--- config.mk ---
export PLATFORM = sky130hd
export DESIGN_NAME = mem_port_arbiter
export DESIGN_NICKNAME = d
export VERILOG_FILES = /design/src/rtl/mem_port_arbiter.sv
export SDC_FILE = /design/constraint.sdc
export NUM_CORES = 1
export LEC_CHECK = 0
export BUFFER_PORTS_ARGS = -buffer_cell sky130_fd_sc_hd__buf_4
export CORE_AREA = 4 4 108 110
export CTS_CLUSTER_SIZE = 14
export DETAILED_ROUTE_END_ITERATION = 10
export DIE_AREA = 0 0 112 114
export PLACE_DENSITY = 0.54
export SKIP_LAST_GASP = 1
export SLEW_MARGIN = 15
export SYNTH_ARGS = -nofsm -noshare
export SYNTH_HDL_FRONTEND = slang
export SYNTH_SLANG_ARGS = --single-unit
--- constraint.sdc ---
create_clock -name clk -period 3.23 [get_ports clk]
set_input_delay 0.8075 -clock clk [delete_from_list [all_inputs] [get_ports clk]]
set_output_delay 0.8075 -clock clk [all_outputs]
set_load 0.01 [all_outputs]
--- src/rtl/mem_port_arbiter.sv ---
`default_nettype none
// ---------------------------------------------------------------------------
// mem_port_arbiter: shares one OBI-style memory port between I-side and D-side
// requesters, with in-order source-ID tracking for response routing.
// Revision: 1.0
// ---------------------------------------------------------------------------
module mem_port_arbiter #(
  parameter int MAX_OUTSTANDING = 2,
  parameter int STARVE_LIMIT    = 4
) (
  input  logic        clk,
  input  logic        rstn,
  input  logic        i_req_i,
  input  logic [31:0] i_addr_i,
  output logic        i_gnt_o,
  output logic [31:0] i_rdata_o,
  output logic        i_rvalid_o,
  output logic        i_err_o,
  input  logic        d_req_i,
  input  logic [31:0] d_addr_i,
  input  logic        d_we_i,
  input  logic [3:0]  d_be_i,
  input  logic [31:0] d_wdata_i,
  output logic        d_gnt_o,
  output logic [31:0] d_rdata_o,
  output logic        d_rvalid_o,
  output logic        d_err_o,
  output logic        mem_req_o,
  output logic [31:0] mem_addr_o,
  output logic        mem_we_o,
  output logic [3:0]  mem_be_o,
  output logic [31:0] mem_wdata_o,
  input  logic        mem_gnt_i,
  input  logic [31:0] mem_rdata_i,
  input  logic        mem_rvalid_i,
  input  logic        mem_err_i,
  output logic [2:0]  outstanding_o,
  output logic        protocol_err_o
);

  localparam int c_sw = $clog2(STARVE_LIMIT + 1);

  typedef enum logic [1:0] {
    IDLE   = 2'd0,
    LOCK_I = 2'd1,
    LOCK_D = 2'd2
  } state_t;

  state_t          r_state, w_state_nxt;
  logic [3:0]      r_ids;
  logic [1:0]      r_wptr, r_rptr;
  logic [2:0]      r_count;
  logic [c_sw-1:0] r_starve;
  logic            r_perr;

  logic w_sel_i, w_sel_d, w_full, w_push, w_pop, w_head_d, w_gnt_i, w_gnt_d;

  function automatic logic [1:0] f_wrap(input logic [1:0] ptr);
    return (ptr == 2'(MAX_OUTSTANDING - 1)) ? 2'd0 : ptr + 2'd1;
  endfunction

  // A simultaneous pop frees an entry, so a full FIFO may still accept a push.
  assign w_full = (r_count == 3'(MAX_OUTSTANDING)) & ~mem_rvalid_i;

  always_comb begin
    w_sel_i     = 1'b0;
    w_sel_d     = 1'b0;
    w_state_nxt = r_state;
    case (r_state)
      LOCK_I: begin
        w_sel_i = 1'b1;
        if (mem_gnt_i) w_state_nxt = IDLE;
      end
      LOCK_D: begin
        w_sel_d = 1'b1;
        if (mem_gnt_i) w_state_nxt = IDLE;
      end
      default: begin
        if (!w_full) begin
          if ((r_starve == c_sw'(STARVE_LIMIT)) && i_req_i) w_sel_i = 1'b1;
          else if (d_req_i)                                 w_sel_d = 1'b1;
          else if (i_req_i)                                 w_sel_i = 1'b1;
        end
        if (w_sel_i && !mem_gnt_i)      w_state_nxt = LOCK_I;
        else if (w_sel_d && !mem_gnt_i) w_state_nxt = LOCK_D;
      end
    endcase
  end

  assign w_gnt_i  = w_sel_i & mem_gnt_i;
  assign w_gnt_d  = w_sel_d & mem_gnt_i;
  assign w_push   = w_gnt_i | w_gnt_d;
  assign w_pop    = mem_rvalid_i & (r_count != 3'd0);
  assign w_head_d = r_ids[r_rptr];

  always_ff @(posedge clk or negedge rstn) begin
    if (!rstn) begin
      r_state  <= IDLE;
      r_ids    <= '0;
      r_wptr   <= '0;
      r_rptr   <= '0;
      r_count  <= '0;
      r_starve <= '0;
      r_perr   <= 1'b0;
    end else begin
      r_state <= w_state_nxt;
      if (w_push) begin
        r_ids[r_wptr] <= w_sel_d;
        r_wptr        <= f_wrap(r_wptr);
      end
      if (w_pop) r_rptr <= f_wrap(r_rptr);
      r_count <= r_count + {2'b00, w_push} - {2'b00, w_pop};
      if (mem_rvalid_i && (r_count == 3'd0)) r_perr <= 1'b1;
      if (w_gnt_i || !i_req_i) begin
        r_starve <= '0;
      end else if ((w_gnt_d || (r_state == LOCK_D)) && (r_starve != c_sw'(STARVE_LIMIT))) begin
        r_starve <= r_starve + c_sw'(1);
      end
    end
  end

  assign mem_req_o   = w_sel_i | w_sel_d;
  assign mem_addr_o  = w_sel_d ? d_addr_i : (w_sel_i ? i_addr_i : 32'h0);
  assign mem_we_o    = w_sel_d & d_we_i;
  assign mem_be_o    = w_sel_d ? d_be_i : (w_sel_i ? 4'hF : 4'h0);
  assign mem_wdata_o = w_sel_d ? d_wdata_i : 32'h0;
  assign i_gnt_o     = w_gnt_i;
  assign d_gnt_o     = w_gnt_d;

  assign i_rvalid_o = w_pop & ~w_head_d;
  assign d_rvalid_o = w_pop & w_head_d;
  assign i_rdata_o  = i_rvalid_o ? mem_rdata_i : 32'h0;
  assign d_rdata_o  = d_rvalid_o ? mem_rdata_i : 32'h0;
  assign i_err_o    = i_rvalid_o & mem_err_i;
  assign d_err_o    = d_rvalid_o & mem_err_i;

  assign outstanding_o  = r_count;
  assign protocol_err_o = r_perr;

endmodule
`default_nettype wire
==> results of run 1 <==
## where the power goes
group          switching, uW  internal (uW)
Sequential              76.0            302
Clock                   73.1           85.6
Combinational           1550           1640
## state kept, by name, indices dropped and copies added, names as in the netlist
signal,cells
r_ids,4
outstanding_o,3
r_starve,3
r_rptr,2
r_state,2
r_wptr,2
protocol_err_o,1
## worst max path at each step
stage,to,slack [ns],cells after the start
3_3_place_gp,mem_addr_o[8],0.12,7
2_1_floorplan,mem_addr_o[10],0.45,5
4_1_cts,mem_addr_o[29],0.09,7
5_1_grt,mem_addr_o[20],0.03,7
6_report,mem_addr_o[6],0.09,7
3_5_place_dp,mem_addr_o[0],0.1,7
## layer usage
| layer | GRT usage (%) | up-vias |
|---|---|---|
| met3 | 2.60 | 6 |
| met2 | 27.8 | 95 |
| met5 | 0 | - |
| li1 | - | 1427 |
| met1 | 19.1 | 1342 |
| met4 | 1.52 | 0 |
## cell usage after synthesis, drive strengths merged (2+ instances only)
cell    instances
and2           67
inv            12
a31oi           2
ha              6
and3           33
o21ai           5
mux2i           2
a21oi           3
mux2            3
a22o           32
a21boi          2
nand2b          2
o21a            4
nor3            3
dfrtp          17
xnor2           5
nand2           3
clkbuf         10
nor2            7
nand4           6
buf            12
o22ai           2
## layout make-up
| class | count | area, sq um |
|---|---|---|
| clock buffer | 3 | 41.3 |
| clock inverter | 1 | 5.00 |
| fill | 1121 | 6330 |
| inverter | 12 | 45.0 |
| multi-input combinational | 199 | 1460 |
| sequential | 17 | 425 |
| tap | 140 | 175 |
| timing repair buffer | 290 | 2210 |
## through the flow
| stage | total power, uW | instances | utilization [%] | setup WS (ns) |
|---|---|---|---|---|
| 2_1_floorplan | 2080 | 250 | - | 0.453 |
| 3_3_place_gp | 3580 | 658 | 40.4 | 0.122 |
| 3_5_place_dp | 3610 | 658 | 40.4 | 0.0985 |
| 4_1_cts | 3790 | 662 | 40.8 | 0.0920 |
| 5_1_grt | 4020 | 662 | 40.8 | 0.0308 |
| 6_report | 3730 | 662 | 40.8 | 0.0938 |
## cell families after synthesis
group,count (synthesis),share of synthesized area (%)
multiplexers,6,3.75
buffers and inverters,34,7.93
XOR/XNOR,5,2.15
AND/OR/NAND/NOR,125,38.3
AO/OA/AOI/OAI,56,22.3
flip-flops,17,20.9
adder cells (fa/ha/maj),7,4.67
==> impl_metrics.csv, run 1 <==
group,metric,value,unit
routing,routed_wl,10900,microns
floorplan,initial_utilization,19.0,%
setup_path,worstSetupStartpointType,"input port",
logic_synthesis,syn_inst,250,
routing,post_drt_wl_per_cell,16.4,microns
routing,vias,2870,
routing,wl_met3,573,microns
clocking,cts.repair.resized,0,
sta,worst_hold_slack,0.407,ns
clocking,clk_pin_slew,0.07,ns
sta,hold_violations,0,
logic_synthesis,yosys-top-cells-area,"dfrtp_1, and2_1, a22o_1",
final_layout,final_common_cell,"buf_4",
outcome,status,"completed",
routing,route.detailed.drc,0,
setup_path,path_cells,"buf_4 -> or4b_4 -> nand4_2 -> o21ai_4 -> buf_12 -> a22o_1 -> buf_4",
global_routing,grt_antenna_before_repair,0,
global_routing,overflow,0,
global_routing,grt_pass1_vias,2847,
setup_path,cpMostUsedCell,"buf_4",
setup_path,cpMaxStageDelayCell,"or4b_4",
setup_path,crit_buf_inv,3,
pwr,peakVddDrop,0.000440,V
setup_path,setup.worst_path.end_class,"primary output",
routing,ant_nets,0,
final_layout,drive_above_1_share,58.6,%
routing,highest_layer,"met4",
routing,routed-wl-met2,5950,microns
clocking,numClockSinks,17,
clocking,postCtsHoldBufs,0,
setup_path,path_class,"input port to primary output",
logic_synthesis,synth_seq_area_share,20.9,%
pwr,powerDensity,855,nW/um^2
floorplan,chipWidth,112,microns
logic_synthesis,synth_cell_types,39,
sta,fin_setup_tns,0,ns
final_layout,final_area,4360,sq um
job,cap_violations,0,
final_layout,final_cell_mix,"buf_4, and2_1, and3_1, a22o_1, dfrtp_1",
setup_path,cp.required,2.42,ns
global_routing,grt_max_degree,69,
clocking,cts_tree,"done",
floorplan,die_h,114,microns
logic_synthesis,syn_nets,397,
sta,post-route-period-util,97.1,%
floorplan,io_pins,284,
routing,drt_iter0_drc,172,
sta,max_clock_freq,319,MHz
sta,max_slew.worst_pin.slew,0.381,ns
setup_path,max_stage_delay,0.54,ns
clocking,clk_latency,0.25,ns
floorplan,die_area,12800,sq um
placement,dpl_cell_area,4320,sq um
logic_synthesis,async_flop_share,100,%
worst_hold_path,hold_class,"input port to asynchronous set/reset pin",
sta,slew_headroom,74.6,%
floorplan,rows,38,
setup_path,r2r_start,"r_state[0]",
logic_synthesis,syn_area,2040,sq um
setup_path,rrSetupSlack,0.55,ns
final_layout,nets,670,
global_routing,grt_pass1_wl,16000,microns
clocking,root_buffer,"clkbuf_8",
clocking,clockBufferDepth,2,
setup_path,reg2reg_to,"outstanding_o[2]",
setup_path,critical_path_arrival,2.33,ns
logic_synthesis,yosysTopAreaCell,"dfrtp_1",
logic_synthesis,yosysWarnings,0,
sta,finClkSkew,0.00436,ns
final_layout,syn2layout_area_growth,114,%
clocking,h-tree-depth,1,
clocking,cts_buffers,3,
logic_synthesis,synth-edff-count,0,
clocking,cts_setup_buffers,0,
routing,drt-met1-wl,4300,microns
placement,place_congestion,0.861,
logic_synthesis,synth_top_area_share,20.9,%
logic_synthesis,synthFlopType,"dfrtp_1",
setup_path,worst-r2r-cell-count,11,
placement,dp_hpwl,9180,microns
placement,port_buffers,283,
pwr,p_leak,0.00242,uW
setup_path,startpoint,"mem_rvalid_i",
routing,viasPerCell,4.34,
logic_synthesis,ys_seq_elements,17,
setup_path,cp_max_fo,68,
final_layout,n_antenna_cell,0,
sta,rsz0062_at_grt,"no",
floorplan,core,10700,sq um
sta,period_needed,3.14,ns
routing,dr.pass1.iters,4,
setup_path,crit_family,"simple AND/OR/NAND/NOR gates",
logic_synthesis,synth_area_per_cell,8.14,sq um
global_routing,grt_usage,15.1,%
sta,drv_slew,0,
sta,setup_viol,0,
(Power assumes the default switching activity.)
==> run 2, diff against run 1 <==
--- a/config.mk
+++ b/config.mk
@@ -11,6 +11,7 @@
 export DETAILED_ROUTE_END_ITERATION = 10
 export DIE_AREA = 0 0 112 114
 export PLACE_DENSITY = 0.54
+export RECOVER_POWER = 25
 export SKIP_LAST_GASP = 1
 export SLEW_MARGIN = 15
 export SYNTH_ARGS = -nofsm -noshare
==> run 2 against run 1 <==
  * Total power shrank 1.1%
  * Non-clock buffer count is the same
  * Sequential cell count is the same
  * First-iteration DRC count grew 0.58%
  * Sequential power is essentially flat
  * Critical path depth is the same
  * Setup slack is essentially flat
  * Count of clock-buffer cells in the layout is the same
  * Core utilization shrank 0.40 points
  * Clock skew is essentially flat
  * Register-to-register slack is essentially flat
  * Critical endpoint unchanged
  * Largest cell class unchanged
  * Largest power group unchanged
  * Highest routed layer unchanged
==> impl_metrics.csv, run 2 (synthesis results as in run 1) <==
group,metric,value,unit
routing,vias,2893,
clocking,cts_buffers,3,
global_routing,grt_max_degree,69,
outcome,status,"completed",
global_routing,grt_pass1_wl,16000,microns
routing,viasPerCell,4.37,
final_layout,final_cell_mix,"buf_4, and2_1, and3_1, a22o_1, dfrtp_1",
floorplan,die_h,114,microns
final_layout,syn2layout_area_growth,112,%
placement,dp_hpwl,9180,microns
setup_path,crit_family,"simple AND/OR/NAND/NOR gates",
pwr,peakVddDrop,0.000440,V
clocking,cts.repair.resized,0,
sta,max_clock_freq,319,MHz
setup_path,critical_path_arrival,2.33,ns
global_routing,overflow,0,
floorplan,rows,38,
placement,port_buffers,283,
setup_path,cp.required,2.42,ns
final_layout,nets,670,
floorplan,initial_utilization,19.0,%
final_layout,regMostFlops,"r_ids",
setup_path,path_cells,"buf_4 -> or4b_4 -> nand4_2 -> o21ai_4 -> buf_12 -> a22o_1 -> buf_4",
routing,ant_nets,0,
clocking,clk_pin_slew,0.07,ns
global_routing,grt_usage,15.1,%
pwr,p_leak,0.00238,uW
setup_path,cpMostUsedCell,"buf_4",
clocking,cts_tree,"done",
final_layout,fin_util,40.4,%
clocking,h-tree-depth,1,
floorplan,core,10700,sq um
final_layout,final_common_cell,"buf_4",
routing,route.detailed.drc,0,
placement,dpl_cell_area,4320,sq um
routing,dr.pass1.iters,4,
sta,rsz0062_at_grt,"no",
global_routing,grt_antenna_before_repair,0,
final_layout,drive_above_1_share,56.7,%
sta,finClkSkew,0.00435,ns
pwr,power.total,3690,uW
final_layout,largest_reg_flops,4,
clocking,clk_latency,0.25,ns
final_layout,n_antenna_cell,0,
clocking,clockBufferDepth,2,
sta,slew_headroom,38.4,%
clocking,numClockSinks,17,
placement,place_congestion,0.861,
clocking,postCtsHoldBufs,0,
setup_path,cpMaxStageDelayCell,"or4b_4",
floorplan,die_area,12800,sq um
floorplan,chipWidth,112,microns
sta,hold_violations,0,
routing,drt_iter0_drc,173,
setup_path,cp_max_fo,68,
global_routing,grt_pass1_vias,2847,
sta,period_needed,3.14,ns
floorplan,io_pins,284,
sta,post-route-period-util,97.1,%
final_layout,final_area,4320,sq um
routing,post_drt_wl_per_cell,16.4,microns
pwr,powerDensity,854,nW/um^2
sta,timing.final.ws_setup,0.0937,ns
clocking,cts_setup_buffers,0,
setup_path,max_stage_delay,0.54,ns
setup_path,path_class,"input port to primary output",
sta,drv_slew,0,
job,cap_violations,0,
clocking,root_buffer,"clkbuf_8",
sta,setup_viol,0,
worst_hold_path,hold_class,"register to register",
setup_path,setup.worst_path.end_class,"primary output",
sta,fin_setup_tns,0,ns
routing,routed_wl,10900,microns
setup_path,worstSetupStartpointType,"input port",
sta,max_slew.worst_pin.slew,0.924,ns
setup_path,crit_buf_inv,3,
placement,post-place-ws,0.0985,ns
[run 2: worst paths after layout]
path                       depth (start not counted)               end  slack [ns]      startpoint
min in group asynchronous                          1  outstanding_o[1]        0.67            rstn
min                                                1    protocol_err_o        0.46  protocol_err_o
max reg2reg                                       11  outstanding_o[2]        0.55      r_state[0]
max                                                7     mem_addr_o[6]        0.09    mem_rvalid_i
min reg2reg                                        1    protocol_err_o        0.46  protocol_err_o
max in group asynchronous                          1  outstanding_o[0]        2.00            rstn
[run 2: worst register-to-register path, stage by stage (launching register included)]
cell and delay [ns]:
dfrtp_1 0.36, inv_1 0.05, ha_1 0.51, o21ai_0 0.15
o22ai_1 0.19, nand2_1 0.12, ha_1 0.29, inv_1 0.04
ha_1 0.18, fa_1 0.38, xnor2_1 0.18, xnor2_1 0.15
[run 2: cell type report]
cell class	count	area (sq um)
Clock inverter	1	5.00
Fill cell	1137	6380
Tap cell	140	175
Multi-Input combinational cell	199	1460
Clock buffer	3	41.3
Sequential cell	17	425
Timing Repair Buffer	290	2170
Inverter	12	45.0
[run 2: per-layer routing]
metal,part of all wire (%),vias up,track usage (%)
met5,0,-,0
li1,-,1427,-
met2,55,103,27.8
met1,39,1357,19.1
met3,5.5,6,2.60
met4,0.44,0,1.52
[run 2: report_power, final]
group	total, uW	leakage (uW)	internal (uW)	switching [uW]
Clock	159	0.0000255	85.6	73.0
Sequential	378	0.000212	302	75.5
Combinational	3150	0.00215	1600	1550
[run 2: metrics by stage]
stage	hold WS, ns	instances
floorplan	0.474	250
global placement	0.466	658
detailed placement	0.458	658
CTS	0.413	662
global route	0.495	662
finish	0.464	662
